**config.mk**
```make
export PLATFORM = sky130hd
export DESIGN_NAME = tmr_pipe_adder
export DESIGN_NICKNAME = d
export VERILOG_FILES = /design/src/rtl/tmr_pkg.sv /design/src/rtl/rca_w.sv /design/src/rtl/tmr_pipe_adder.sv
export SDC_FILE = /design/constraint.sdc
export NUM_CORES = 1
export LEC_CHECK = 0
export CORE_ASPECT_RATIO = 0.9
export CORE_MARGIN = 5
export CORE_UTILIZATION = 40
export CTS_BUF_LIST = sky130_fd_sc_hd__clkbuf_8
export DETAILED_ROUTE_END_ITERATION = 7
export SYNTH_ARGS = -nofsm -noshare
export SYNTH_HDL_FRONTEND = slang
export SYNTH_SLANG_ARGS = --single-unit
export TNS_END_PERCENT = 10
```
**constraint.sdc**
```tcl
create_clock -name clk -period 4.6 [get_ports clk]
set_clock_uncertainty 0.15 [all_clocks]
set_input_delay 0.69 -clock clk [delete_from_list [all_inputs] [get_ports clk]]
set_output_delay 0.69 -clock clk [all_outputs]
set_load 0.01 [all_outputs]
```
**src/rtl/tmr_pkg.sv**
```systemverilog
// Shared mode encodings and input-check helpers for the TMR pipelined adder.
package tmr_pkg;

    typedef enum logic [1:0] {
        MODE_TMR  = 2'd0,
        MODE_DMR  = 2'd1,
        MODE_FAIL = 2'd2
    } mode_t;

    localparam logic [1:0] FAULT_NONE = 2'd3;
    localparam int         CNT_W      = 4;

    function automatic logic onehot3(input logic [2:0] v);
        return (v == 3'b001) || (v == 3'b010) || (v == 3'b100);
    endfunction

    // Callers zero-extend the operands; the padding cannot change the parity.
    function automatic logic parity_ok(input logic [31:0] a, input logic [31:0] b, input logic par);
        return ^{a, b, par};
    endfunction

endpackage

```
**src/rtl/rca_w.sv**
```systemverilog
// Ripple-carry adder, one replica of the voted datapath.
// Combinational, no handshake.
module rca_w #(
    parameter int WIDTH = 3
) (
    input  logic [WIDTH-1:0] a,
    input  logic [WIDTH-1:0] b,
    input  logic             cin,
    output logic [WIDTH-1:0] sum,
    output logic             cout
);

    always_comb begin
        logic [WIDTH:0] c;
        c    = '0;
        sum  = '0;
        c[0] = cin;
        for (int i = 0; i < WIDTH; i++) begin
            sum[i]   = a[i] ^ b[i] ^ c[i];
            c[i + 1] = (a[i] & b[i]) | (c[i] & (a[i] ^ b[i]));
        end
        cout = c[WIDTH];
    end

endmodule

```
**src/rtl/tmr_pipe_adder.sv**
```systemverilog
// Triple-redundant adder with voting, replica retirement and input checks; latency 2 cycles.
// Both stages stall together while out_valid & ~out_ready; in_ready follows the stage advance.
module tmr_pipe_adder
    import tmr_pkg::*;
#(
    parameter int WIDTH      = 3,
    parameter int ERR_THRESH = 4
) (
    input  logic             clk,
    input  logic             rst_n,
    input  logic             in_valid,
    output logic             in_ready,
    input  logic [WIDTH-1:0] a,
    input  logic [WIDTH-1:0] b,
    input  logic             par,
    input  logic [2:0]       ctrl,
    input  logic [2:0]       inj,
    output logic             out_valid,
    input  logic             out_ready,
    output logic [WIDTH-1:0] sum,
    output logic             cout,
    output logic             ok,
    output logic             err_in,
    output logic             err_vote,
    output logic [1:0]       mode,
    output logic [1:0]       fault_id
);

    localparam logic [CNT_W-1:0] THRESH = ERR_THRESH[CNT_W-1:0];

    typedef struct packed {
        logic             vld;
        logic [WIDTH-1:0] a;
        logic [WIDTH-1:0] b;
        logic             cin;
        logic             err;
        logic [2:0]       inj;
    } s1_t;

    s1_t              s1;
    logic             adv;
    logic [WIDTH:0]   res [3];
    logic [CNT_W-1:0] cnt [3];
    logic [CNT_W-1:0] cnt_nxt [3];
    mode_t            mode_q, mode_nxt;
    logic [1:0]       fault_q, fault_nxt;
    logic [WIDTH:0]   voted;
    logic             vote_err, vote_ok;
    logic             d01, d02, d12, all_diff;
    logic [2:0]       lone;
    logic [1:0]       lo, hi;

    assign adv      = ~out_valid | out_ready;
    assign in_ready = adv;
    assign mode     = mode_q;
    assign fault_id = fault_q;

    always_ff @(posedge clk or negedge rst_n) begin
        if (!rst_n) begin
            s1 <= '0;
        end else if (adv) begin
            s1.vld <= in_valid;
            if (in_valid) begin
                s1.a   <= a ^ {WIDTH{ctrl[2]}};
                s1.b   <= b ^ {WIDTH{ctrl[1]}};
                s1.cin <= ~ctrl[0];
                s1.err <= ~(onehot3(ctrl) & parity_ok(32'(a), 32'(b), par));
                s1.inj <= inj;
            end
        end
    end

    for (genvar g = 0; g < 3; g++) begin : g_rep
        logic [WIDTH-1:0] rs;
        logic             rc;
        rca_w #(.WIDTH(WIDTH)) u_rca (
            .a    (s1.a),
            .b    (s1.b),
            .cin  (s1.cin),
            .sum  (rs),
            .cout (rc)
        );
        assign res[g] = {rc, rs ^ {{(WIDTH-1){1'b0}}, s1.inj[g]}};
    end

    assign d01      = res[0] != res[1];
    assign d02      = res[0] != res[2];
    assign d12      = res[1] != res[2];
    assign all_diff = d01 & d02 & d12;
    assign lone     = {d02 & d12 & ~d01, d01 & d12 & ~d02, d01 & d02 & ~d12};

    always_comb begin
        cnt_nxt   = cnt;
        mode_nxt  = mode_q;
        fault_nxt = fault_q;
        voted     = res[0];
        vote_err  = 1'b1;
        vote_ok   = 1'b0;
        lo        = 2'd0;
        hi        = 2'd1;
        case (mode_q)
            MODE_TMR: begin
                voted    = (res[0] & res[1]) | (res[0] & res[2]) | (res[1] & res[2]);
                vote_err = d01 | d02 | d12;
                vote_ok  = ~all_diff;
                if (all_diff) begin
                    mode_nxt = MODE_FAIL;
                end else if (!s1.err) begin
                    for (int i = 0; i < 3; i++)
                        if (lone[i] && cnt[i] != '1) cnt_nxt[i] = cnt[i] + 1'b1;
                    // Descending scan so the lowest index wins a tie.
                    for (int i = 2; i >= 0; i--)
                        if (cnt_nxt[i] >= THRESH) begin
                            mode_nxt  = MODE_DMR;
                            fault_nxt = 2'(i);
                        end
                end
            end
            MODE_DMR: begin
                case (fault_q)
                    2'd0:    begin lo = 2'd1; hi = 2'd2; end
                    2'd1:    begin lo = 2'd0; hi = 2'd2; end
                    default: begin lo = 2'd0; hi = 2'd1; end
                endcase
                voted    = res[lo];
                vote_err = res[lo] != res[hi];
                vote_ok  = ~vote_err;
                if (vote_err) mode_nxt = MODE_FAIL;
            end
            default: ;
        endcase
    end

    always_ff @(posedge clk or negedge rst_n) begin
        if (!rst_n) begin
            out_valid <= 1'b0;
            sum       <= '0;
            cout      <= 1'b0;
            ok        <= 1'b0;
            err_in    <= 1'b0;
            err_vote  <= 1'b0;
            cnt       <= '{default: '0};
            mode_q    <= MODE_TMR;
            fault_q   <= FAULT_NONE;
        end else if (adv) begin
            out_valid <= s1.vld;
            if (s1.vld) begin
                {cout, sum} <= voted;
                ok          <= vote_ok & ~s1.err;
                err_in      <= s1.err;
                err_vote    <= vote_err;
                cnt         <= cnt_nxt;
                mode_q      <= mode_nxt;
                fault_q     <= fault_nxt;
            end
        end
    end

endmodule

```
### After elaboration in Yosys (flattened, before gate mapping)

Cells that the tools add are included.

| storage, ports and cells | value |
|---|---|
| word-level logic and storage cells | 139 |
| output and inout port bits | 13 |
| flip-flop bits (word level) | 36 |

| operators by class | value |
|---|---|
| bitwise logic cells | 48 |
| multiplexer cells | 35 |
| order comparisons | 5 |
| equality and inequality tests | 15 |
| reductions and logical operators | 16 |
| add/subtract/negate cells | 3 |

Operator list:

| operator | count |
|---|---|
| $reduce_xor A65 Y1 | 1 |
| $mux W4 | 16 |
| $mux W2 | 12 |
| $bmux W4 S2 | 2 |
| $and A1 B1 Y1 | 15 |
| $add A4 B1 Y4 const B | 3 |
| $and A4 B4 Y4 | 3 |
| $ge A4 B3 Y1 const B | 3 |
| $ne A4 B4 Y1 const B | 3 |
| $reduce_and A6 Y1 | 2 |
| $ne A3 B3 Y1 | 3 |
| $not A1 Y1 | 9 |
| $xor A3 B1 Y3 | 3 |
| $or A4 B4 Y4 | 2 |
| $pmux W4 S2 | 1 |
| $ge A3 B3 Y1 const B | 2 |
| $not A2 Y3 | 2 |
| $or A1 B1 Y1 | 6 |
| $xor A1 B1 Y1 | 6 |
| $xor A3 B3 Y3 | 2 |
| $ne A5 B5 Y1 const B | 1 |
| $reduce_and A5 Y1 | 1 |
| $eq A2 B1 Y1 const B | 2 |
| $logic_not A2 Y1 | 2 |
| 15 further kinds | 20 |

### Depth between registers and ports, before layout

Gate-level depths: netlist of the first run.

| logic depth | value |
|---|---|
| depth in word-level cells | 22 |
| depth in mapped cells | 6 |

### By module

A second synthesis of the first run with hierarchy kept.

| second synthesis, totals | value |
|---|---|
| cell total of the unflattened synthesis | 266 |
| area total of the unflattened synthesis | 2613.8 µm² |

By module, submodules not included:

| module | area an instance (µm²) | cells an instance | instances |
|---|---|---|---|
| tmr_pipe_adder | 2321.0 | 227 | 1 |
| rca_w | 97.6 | 13 | 3 |

### Worst setup path before layout of the first run

Ideal clock, no wire load.

| timing path | value |
|---|---|
| path kind | input to register |
| from | input out_ready |
| to | register cnt[5] (netlist bit) |
| stages on the path | 5 |
| arrival | 1.809 ns |
| slack | 2.513 ns |
| buffers on the path | 1 |
| cell sequence | nand2b_1 > buf_2 > nand3_4 > a311oi_2 > mux2_1 |

| between the ends | value |
|---|---|
| word-level cells in the longest chain between the ends | 2 |

Ends and longest elaborated chain:

| item | RTL line | text |
|---|---|---|
| start, declared | tmr_pipe_adder.sv:19 | `input logic out_ready,` |
| $or A1 B1 Y1 | tmr_pipe_adder.sv:53 | `assign adv = ~out_valid \| out_ready;` |
| via in_ready | tmr_pipe_adder.sv:12 | `output logic in_ready,` |
| $reduce_and A5 Y1 (no source line) | - |  |
| end signal, assigned | tmr_pipe_adder.sv:152 | `cnt <= cnt_nxt;` |
| end, declared | tmr_pipe_adder.sv:43 | `logic [CNT_W-1:0] cnt [3];` |

The timed path passes the listed nets, and every way through them passes these cells.
A chain may end at the register's enable or synchronous reset.

### Worst setup path after layout of the first run

| timing path | value |
|---|---|
| from | input out_ready |
| to | output in_ready |

| between the ends | value |
|---|---|
| word-level cells in the longest chain between the ends | 1 |

Ends and longest elaborated chain:

| item | RTL line |
|---|---|
| $or A1 B1 Y1 | tmr_pipe_adder.sv:53 |
| end, declared | tmr_pipe_adder.sv:12 |

No other way between the ends.

==> results of run 1 <==
[final timing paths]
check	end	slack, ns
worst max-delay path	in_ready	1.75
worst min-delay path	sum[2]	0.33
worst max register to register	fault_id[0]	2.60
worst min register to register	sum[2]	0.33
max in group asynchronous	fault_id[0]	3.28
min in group asynchronous	cnt[4]	0.67
[placed cells by master, fill, tap and decap left out, types with 5 or more instances in the layout]
master	synthesis	final
xor2_1	9	9
clkdlybuf4s50_1	0	29
nand2b_1	5	5
xnor2_1	14	14
inv_1	8	8
nand2_1	15	15
mux2_2	6	6
a21oi_1	10	10
o21ai_0	18	18
clkbuf_8	0	7
dfrtp_1	34	34
nor2_1	12	12
[critical path, delay by kind of cell]
family	cells	cell delay, ns
simple gates	1	0.27
buf+inv	2	1.05
[per-stage QoR]
stage          instance area, um2  worst slack, ns  cells
3_3_place_gp                 2322            1.770    272
3_5_place_dp                 2322            1.744    272
6_report                     2449            1.752    280
4_1_cts                      2449            1.736    280
2_1_floorplan                1994            2.513    186
5_1_grt                      2449            1.715    280
[state kept, by name (all words and copies together), names as in the netlist]
register / cells
cnt: 12
s1: 12
sum: 3
fault_id: 2
mode: 2
cout: 1
err_in: 1
err_vote: 1
ok: 1
out_valid: 1
[layer usage]
metal,vias up,wire length (um),track usage [%]
met5,-,0,0
met4,0,70,4.747
met3,5,178,3.644
met2,26,1787,20.11
met1,666,1695,15.33
li1,698,-,-
[report_power, final]
part | leakage [nW] | switching, mW | internal [mW]
Clock | 0.0645 | 0.110 | 0.191
Sequential | 0.445 | 0.0387 | 0.357
Combinational | 0.521 | 0.0916 | 0.110
[kinds of logic (layout without fill, tap and decap cells)]
family          after synthesis  in the layout  synth area share [%]
simple gates                 49             49                 13.93
compound gates               43             43                 14.62
flops                        36             36                 45.30
xor+xnor                     23             23                 10.10
buf+inv                      17             46                 4.077
mux                          12             12                 7.089
fa+ha+maj                     6              6                 4.894
[cell type report]
| class | count | area share (%) |
|---|---|---|
| flip-flops and latches | 36 | 36.89 |
| multi-input cells | 133 | 41.24 |
| well taps | 65 | 3.321 |
| inverters | 8 | 1.226 |
| repair buffers | 30 | 12.16 |
| clock buffers | 7 | 3.935 |
| clock inverters | 1 | 1.226 |
==> impl_metrics.tcl, run 1 <==
set metrics [dict create \
    multi_input_area_um2 1010 \
    die_area_um2 6500 \
    fillers 465 \
    critical_path_class "input pin to primary output" \
    finalSetupViolations 0 \
    end_kind "primary output" \
    reg2reg_from "s1[1]" \
    postCtsHoldBufs 0 \
    wire_per_inst_um 13.33 \
    diodes 0 \
    hold_slack_ns 0.3347 \
    grt_pass1_vias 1421 \
    crit_path_cell_trace "clkdlybuf4s50_1, nand2b_1, clkdlybuf4s50_1" \
    rsz0062_at_grt "no" \
    dr.pass1.iters 4 \
    synth_flop_cell "dfrtp_1" \
    synth_top_area_share_pct 42.66 \
    drtIter0Drc 27 \
    syn_inst 186 \
    p_leak_nw 1.031 \
    clock_path_buffers 2 \
    hold_path_depth 2 \
    ys_warn_count 0 \
    report.final.slew_viol_count 0 \
    synthTopCellsByArea "dfrtp_1 43%, xnor2_1 6.1%, o21ai_0 4.5%" \
    io_buffers 29 \
    path_common_cell "clkdlybuf4s50_1" \
    ff2ff_path_depth 5 \
    yosys-top-cells-count "34 x dfrtp_1, 18 x o21ai_0, 15 x nand2_1" \
    utilization_pct 50.65 \
    total_power_uw 897.6 \
    track_usage_pct 12.31 \
    synthToLayoutAreaGrowth_pct 22.77 \
    clock_sinks 36 \
    synth.avg_cell_area_um2 10.72 \
    grt-ovfl-total 0 \
    synth_cell_types 44 \
    critPathMaxFanout 7 \
    die_w_um 84.43 \
    dp_hpwl_mm 2.783 \
    ctsResizeCount 0 \
    cp_slowest_cell "clkdlybuf4s50_1" \
    yosysSeqAreaShare_pct 45.29 \
    io_pins 30 \
    finalHoldViolCount 0 \
    tightest_slew_ns 0.5982 \
    cts_tree "done" \
    coreArea_um2 4835 \
    die-height_um 76.99 \
    hold_class "register to register" \
    htree_num_levels 2 \
    drtAntennaViolNets 0 \
    antenna_found_initial 0 \
    place.gp.congestion 0.7491 \
    drc_errors 0 \
    rows 24 \
    post_cts_buffers 0 \
    initial_core_util_pct 41.25 \
    yosysTopAreaCell "dfrtp_1" \
    post-route-period-util_pct 61.92 \
    timing.setup.tns_ns 0 \
    drive_gt1_share_pct 13.02 \
    timing.fmax_ghz 0.3511 \
    syn_nets 209 \
    viasPerCell 4.982 \
    via_count 1395 \
    grt_pass1_wl_mm 6.458 \
    maxSlewHeadroom_pct 60.02 \
    status "finished clean" \
    clkTransAtPathRegs_ns 0.07 \
    worst_ep_required_time_ns 3.76 \
    wl_mm 3.731 \
    cts_made_buffers 5 \
    clock_latency_ns 0.29 \
    synthArstFlopShare_pct 100.0 \
    cp-start-kind "input pin" \
    regArea_um2 903.4 \
    yosysMostFrequentCell "dfrtp_1" \
    hold_start "sum[2]" \
    max_stage_delay_ns 0.60 \
    worstPathArrival_ns 2.01 \
    ys_ff_latch 36 \
    period_needed_ns 2.848 \
    clock-root-buffer "clkbuf_8" \
    power_density_nw_per_um2 366.6 \
    peakVddDrop_mv 0.1560 \
    synth_edf_count 0 \
    fin_nets 237 \
    crit_start "out_ready" \
    maxCapViolCount 0 \
    netlist_area_um2 1994 \
    grt_max_degree 37 \
]
Power figures use the tool's default switching activity.
==> run 2, diff against run 1 <==
==> constraint.sdc (replaced) <==
create_clock -name clk -period 2.3 [get_ports clk]
set_clock_uncertainty 0.15 [all_clocks]
set_input_delay 0.345 -clock clk [delete_from_list [all_inputs] [get_ports clk]]
set_output_delay 0.345 -clock clk [all_outputs]
set_load 0.01 [all_outputs]
==> impl_metrics.tcl, run 2 (synthesis results as in run 1) <==
set metrics [dict create \
    status "finished clean" \
    coreArea_um2 4835 \
    die-height_um 76.99 \
    initial_core_util_pct 41.25 \
    post_cts_buffers 0 \
    path_common_cell "clkdlybuf4s50_1" \
    rsz0062_at_grt "no" \
    p_seq_share_pct 45.1 \
    grt_pass1_vias 1476 \
    drive_gt1_share_pct 15.00 \
    diodes 0 \
    ctsResizeCount 0 \
    reg.largest.list "cnt: 12 flops, s1: 12 flops, sum: 3 flops" \
    cts_made_buffers 5 \
    critical_path_class "input pin to primary output" \
    post-route-period-util_pct 89.38 \
    p_clk_share_pct 31.0 \
    hold_slack_ns 0.3208 \
    period_needed_ns 2.056 \
    post-place-ws_ns 0.1019 \
    p_comb_share_pct 23.9 \
    report.final.slew_viol_count 0 \
    via_count 1433 \
    grt_max_degree 37 \
    power_density_nw_per_um2 701.0 \
    clock_latency_ns 0.28 \
    fin_nets 242 \
    antenna_found_initial 0 \
    tightest_slew_ns 0.4522 \
    track_usage_pct 12.43 \
    timing.fmax_ghz 0.4864 \
    fin_ws_ns 0.2442 \
    grt-ovfl-total 0 \
    drtIter0Drc 61 \
    timing.setup.tns_ns 0 \
    wire_per_inst_um 12.85 \
    wl_mm 3.663 \
    total_power_mw 1.741 \
    io_buffers 29 \
    peakVddDrop_mv 0.2779 \
    dp_hpwl_mm 2.854 \
    cts_tree "done" \
    drtAntennaViolNets 0 \
    clock_path_buffers 2 \
    grt_pass1_wl_mm 6.568 \
    cp_slowest_cell "clkdlybuf4s50_1" \
    drc_errors 0 \
    finalSetupViolations 0 \
    maxCapViolCount 0 \
    max_stage_delay_ns 0.57 \
    p_sw_share_pct 27.37 \
    switchingPower_uw 476.5 \
    place.gp.congestion 0.7914 \
    maxSlewHeadroom_pct 69.85 \
    dr.pass1.iters 4 \
    synthToLayoutAreaGrowth_pct 24.53 \
    worst_ep_required_time_ns 1.80 \
    viasPerCell 5.028 \
    clkTransAtPathRegs_ns 0.07 \
    die_area_um2 6500 \
    hold_class "input pin to asynchronous set/reset pin" \
    clock-root-buffer "clkbuf_8" \
    clock_sinks 36 \
    crit_path_cell_trace "clkdlybuf4s50_1, nand2b_1, clkdlybuf4s50_1" \
    final_common_cell "dfrtp_1" \
    end_kind "primary output" \
    htree_num_levels 2 \
    critPathMaxFanout 3 \
    rows 24 \
    p_leak_nw 1.049 \
    postCtsHoldBufs 0 \
    internal_power_mw 1.265 \
    mostFrequentLayoutCells "34 x dfrtp_1, 29 x clkdlybuf4s50_1, 18 x o21ai_0" \
    worstPathArrival_ns 1.56 \
    io_pins 30 \
    finalHoldViolCount 0 \
    die_w_um 84.43 \
    cp-start-kind "input pin" \
]
run 2: changes by cell type in the layout (fill, tap and decap cells not counted), sizes merged:
| cell | change |
|---|---|
| clkbuf | -2 |
| clkinv | +1 |
| buf | +5 |
| clkinvlp | +1 |
run 2: worst paths after layout:
check                      slack, ns      start  cells past startpoint          end
setup / recovery                0.24  out_ready                      3     in_ready
hold / removal                  0.32      rst_n                      2       cnt[4]
setup reg to reg                0.33      s1[1]                      5  fault_id[0]
hold reg to reg                 0.33     sum[2]                      2       sum[2]
max in group asynchronous       1.34      rst_n                      2  fault_id[1]
min in group clk                0.33     sum[2]                      2       sum[2]
run 2: stage by stage:
| step | instance area, um2 | std cells | utilization, % |
|---|---|---|---|
| after floorplan | 1994 | 186 | - |
| after global placement | 2372 | 277 | 49.07 |
| after detailed placement | 2372 | 277 | 49.07 |
| after CTS | 2484 | 285 | 51.37 |
| after global routing | 2484 | 285 | 51.37 |
| final | 2484 | 285 | 51.37 |
run 2: worst max-delay path: cells and delay by family:
kind	cells	cell delay, ns
buffers and inverters	2	1.02
AND/OR/NAND/NOR	1	0.19
run 2: area by class of cell:
| type | instances | area [um2] |
|---|---|---|
| timing repair buffer | 35 | 347.8 |
| clock inverter | 3 | 42.54 |
| fill | 461 | 2351 |
| tap | 65 | 81.33 |
| multi-input combinational | 133 | 1010 |
| inverter | 8 | 30.03 |
| clock buffer | 5 | 68.82 |
| sequential | 36 | 903.4 |
run 2: power by group through the flow:
stage	sequential [mW]	combinational, mW	clock, mW
2_1_floorplan	0.789	0.250	0
3_3_place_gp	0.796	0.417	0
3_5_place_dp	0.799	0.425	0
4_1_cts	0.787	0.425	0.561
5_1_grt	0.801	0.469	0.594
6_report	0.786	0.416	0.539
run 2: routing by layer:
layer	up-vias	wire length (um)	track usage (%)
met5	-	0	0
met4	0	71	6.171
met3	5	149	2.465
met2	27	1768	20.50
met1	697	1674	15.47
li1	704	-	-
==> run 3, diff against run 2 <==
--- a/config.mk
+++ b/config.mk
@@ -6,7 +6,6 @@
 export NUM_CORES = 1
 export LEC_CHECK = 0
 export CORE_ASPECT_RATIO = 0.9
-export CORE_MARGIN = 5
 export CORE_UTILIZATION = 40
 export CTS_BUF_LIST = sky130_fd_sc_hd__clkbuf_8
 export DETAILED_ROUTE_END_ITERATION = 7
==> constraint.sdc (replaced) <==
create_clock -name clk -period 2.3 [get_ports clk]
set_clock_uncertainty 0.15 [all_clocks]
set_input_delay 0.46 -clock clk [delete_from_list [all_inputs] [get_ports clk]]
set_output_delay 0.46 -clock clk [all_outputs]
set_load 0.01 [all_outputs]
==> impl_metrics.tcl, run 3 (synthesis results as in run 1) <==
set metrics [dict create \
    status "finished clean" \
    diodes 0 \
    wl_met2_mm 1.701 \
    dr.pass1.iters 4 \
    cts_made_buffers 5 \
    die_area_um2 5273 \
    critical_path_class "register to primary output" \
    post-route-period-util_pct 88.02 \
    p_comb_share_pct 23.7 \
    track_usage_pct 15.69 \
    p_seq_share_pct 42.9 \
    topRoutingLayerUsed "met4" \
    hold_class "register to register" \
    clock-root-buffer "clkbuf_8" \
    tightest_slew_ns 0.4341 \
    wl_met1_mm 1.807 \
    reg.largest.list "cnt: 12 flops, s1: 12 flops, sum: 3 flops" \
    maxSlewHeadroom_pct 71.06 \
    cp-start-kind "register" \
    total_power_mw 1.816 \
    htree_num_levels 2 \
    clock_latency_ns 0.29 \
    grt_pass1_vias 1370 \
    place_area_um2 2371 \
    worstPathArrival_ns 1.41 \
    drtAntennaViolNets 0 \
    final_area_um2 2500 \
    switchingPower_uw 485.0 \
    drtIter0Drc 73 \
    timing.setup.tns_ns 0 \
    drc_errors 0 \
    post_cts_buffers 0 \
    internal_power_mw 1.331 \
    period_needed_ns 2.024 \
    power_density_nw_per_um2 726.4 \
    finalHoldViolCount 0 \
    via_count 1408 \
    io_buffers 29 \
    clock_sinks 36 \
    dr_wl_met3_um 111 \
    timing.fmax_ghz 0.4940 \
    peakVddDrop_mv 0.4582 \
    clkTransAtPathRegs_ns 0.08 \
    critPathTopFamily "buffers and inverters" \
    p_leak_nw 1.069 \
    cts_tree "done" \
    max_stage_delay_ns 0.60 \
    critPathMaxFanout 8 \
    synthToLayoutAreaGrowth_pct 25.35 \
    cp_num_buf_inv 1 \
    place.gp.congestion 0.8071 \
    report.final.slew_viol_count 0 \
    p_clk_share_pct 33.4 \
    postCtsHoldBufs 0 \
    mostFrequentLayoutCells "34 x dfrtp_1, 28 x clkdlybuf4s50_1, 18 x o21ai_0" \
    initial_core_util_pct 43.32 \
    antenna_found_initial 0 \
    crit_path_cell_trace "clkdlybuf4s50_1" \
    worst_ep_required_time_ns 1.69 \
    fillers 404 \
    clock_path_buffers 2 \
    viasPerCell 4.958 \
    wire_per_inst_um 12.93 \
    drive_gt1_share_pct 15.77 \
    coreArea_um2 4604 \
    die-height_um 68.99 \
    die_w_um 76.43 \
    finalSetupViolations 0 \
    final_common_cell "dfrtp_1" \
    grt_max_degree 37 \
    rows 23 \
    dp_hpwl_mm 2.817 \
    grt-ovfl-total 0 \
    maxCapViolCount 0 \
    rsz0062_at_grt "no" \
    cp_slowest_cell "clkdlybuf4s50_1" \
    fin_nets 244 \
    grt_pass1_wl_mm 6.223 \
    end_kind "primary output" \
    wl_mm 3.673 \
    p_sw_share_pct 26.71 \
    io_pins 30 \
]
[run 3: changes by cell type in the layout (fill, tap and decap cells not counted)]
cell and change:
buf_4 +3, clkbuf_8 +2, buf_12 -1, clkdlybuf4s50_1 -1, clkinv_2 -1, clkinvlp_4 -1, dlymetal6s2s_1 +1
[run 3: cell type report]
class | instances | area (um2) | area share [%]
clock buffers | 7 | 96.34 | 3.854
clock inverters | 1 | 30.03 | 1.201
inverters | 8 | 30.03 | 1.201
multi-input cells | 133 | 1010 | 40.39
flip-flops and latches | 36 | 903.4 | 36.14
well taps | 62 | 77.57 | 3.103
repair buffers | 37 | 352.8 | 14.11
[run 3: what timing repair did]
action                                  in CTS  in global routing
endpoints found under the hold margin        0                  0
gates resized for setup                      0                  1
endpoints found under the setup margin       0                  1
[run 3: per-stage QoR]
| stage | worst slack [ns] | hold WS [ns] | utilization, % | instances |
|---|---|---|---|---|
| 2_1_floorplan | 0.4431 | 0.01441 | - | 186 |
| 3_3_place_gp | 0.03494 | 0.3124 | 51.49 | 276 |
| 3_5_place_dp | 0.0002325 | 0.3181 | 51.49 | 276 |
| 4_1_cts | 0.004572 | 0.3342 | 54.24 | 284 |
| 5_1_grt | 0.1998 | 0.3652 | 54.29 | 284 |
| 6_report | 0.2756 | 0.3283 | 54.29 | 284 |
[run 3: final timing paths]
path / startpoint / end / slack [ns] / cells past startpoint
max in group asynchronous: rst_n / fault_id[0] / 1.24 / 2
worst max-delay path: mode[0] / mode[0] / 0.28 / 1
worst min-delay path: cout / cout / 0.33 / 2
min in group asynchronous: rst_n / cnt[11] / 0.43 / 2
worst max register to register: cnt[8] / fault_id[0] / 0.34 / 6
worst min register to register: cout / cout / 0.33 / 2
[run 3: per-layer routing]
layer  GRT usage, %  vias up
met2          25.79       22
met1          19.77      667
met4          7.933        0
li1               -      712
met3          3.684        7
met5              0        -
[run 3: power by group through the flow]
stage                     registers (mW)  logic [mW]  clock network (mW)
after floorplan                    0.789       0.250                   0
after global placement             0.790       0.430                   0
after detailed placement           0.793       0.441                   0
after CTS                          0.781       0.441               0.621
after global routing               0.794       0.481               0.653
final                              0.780       0.430               0.606
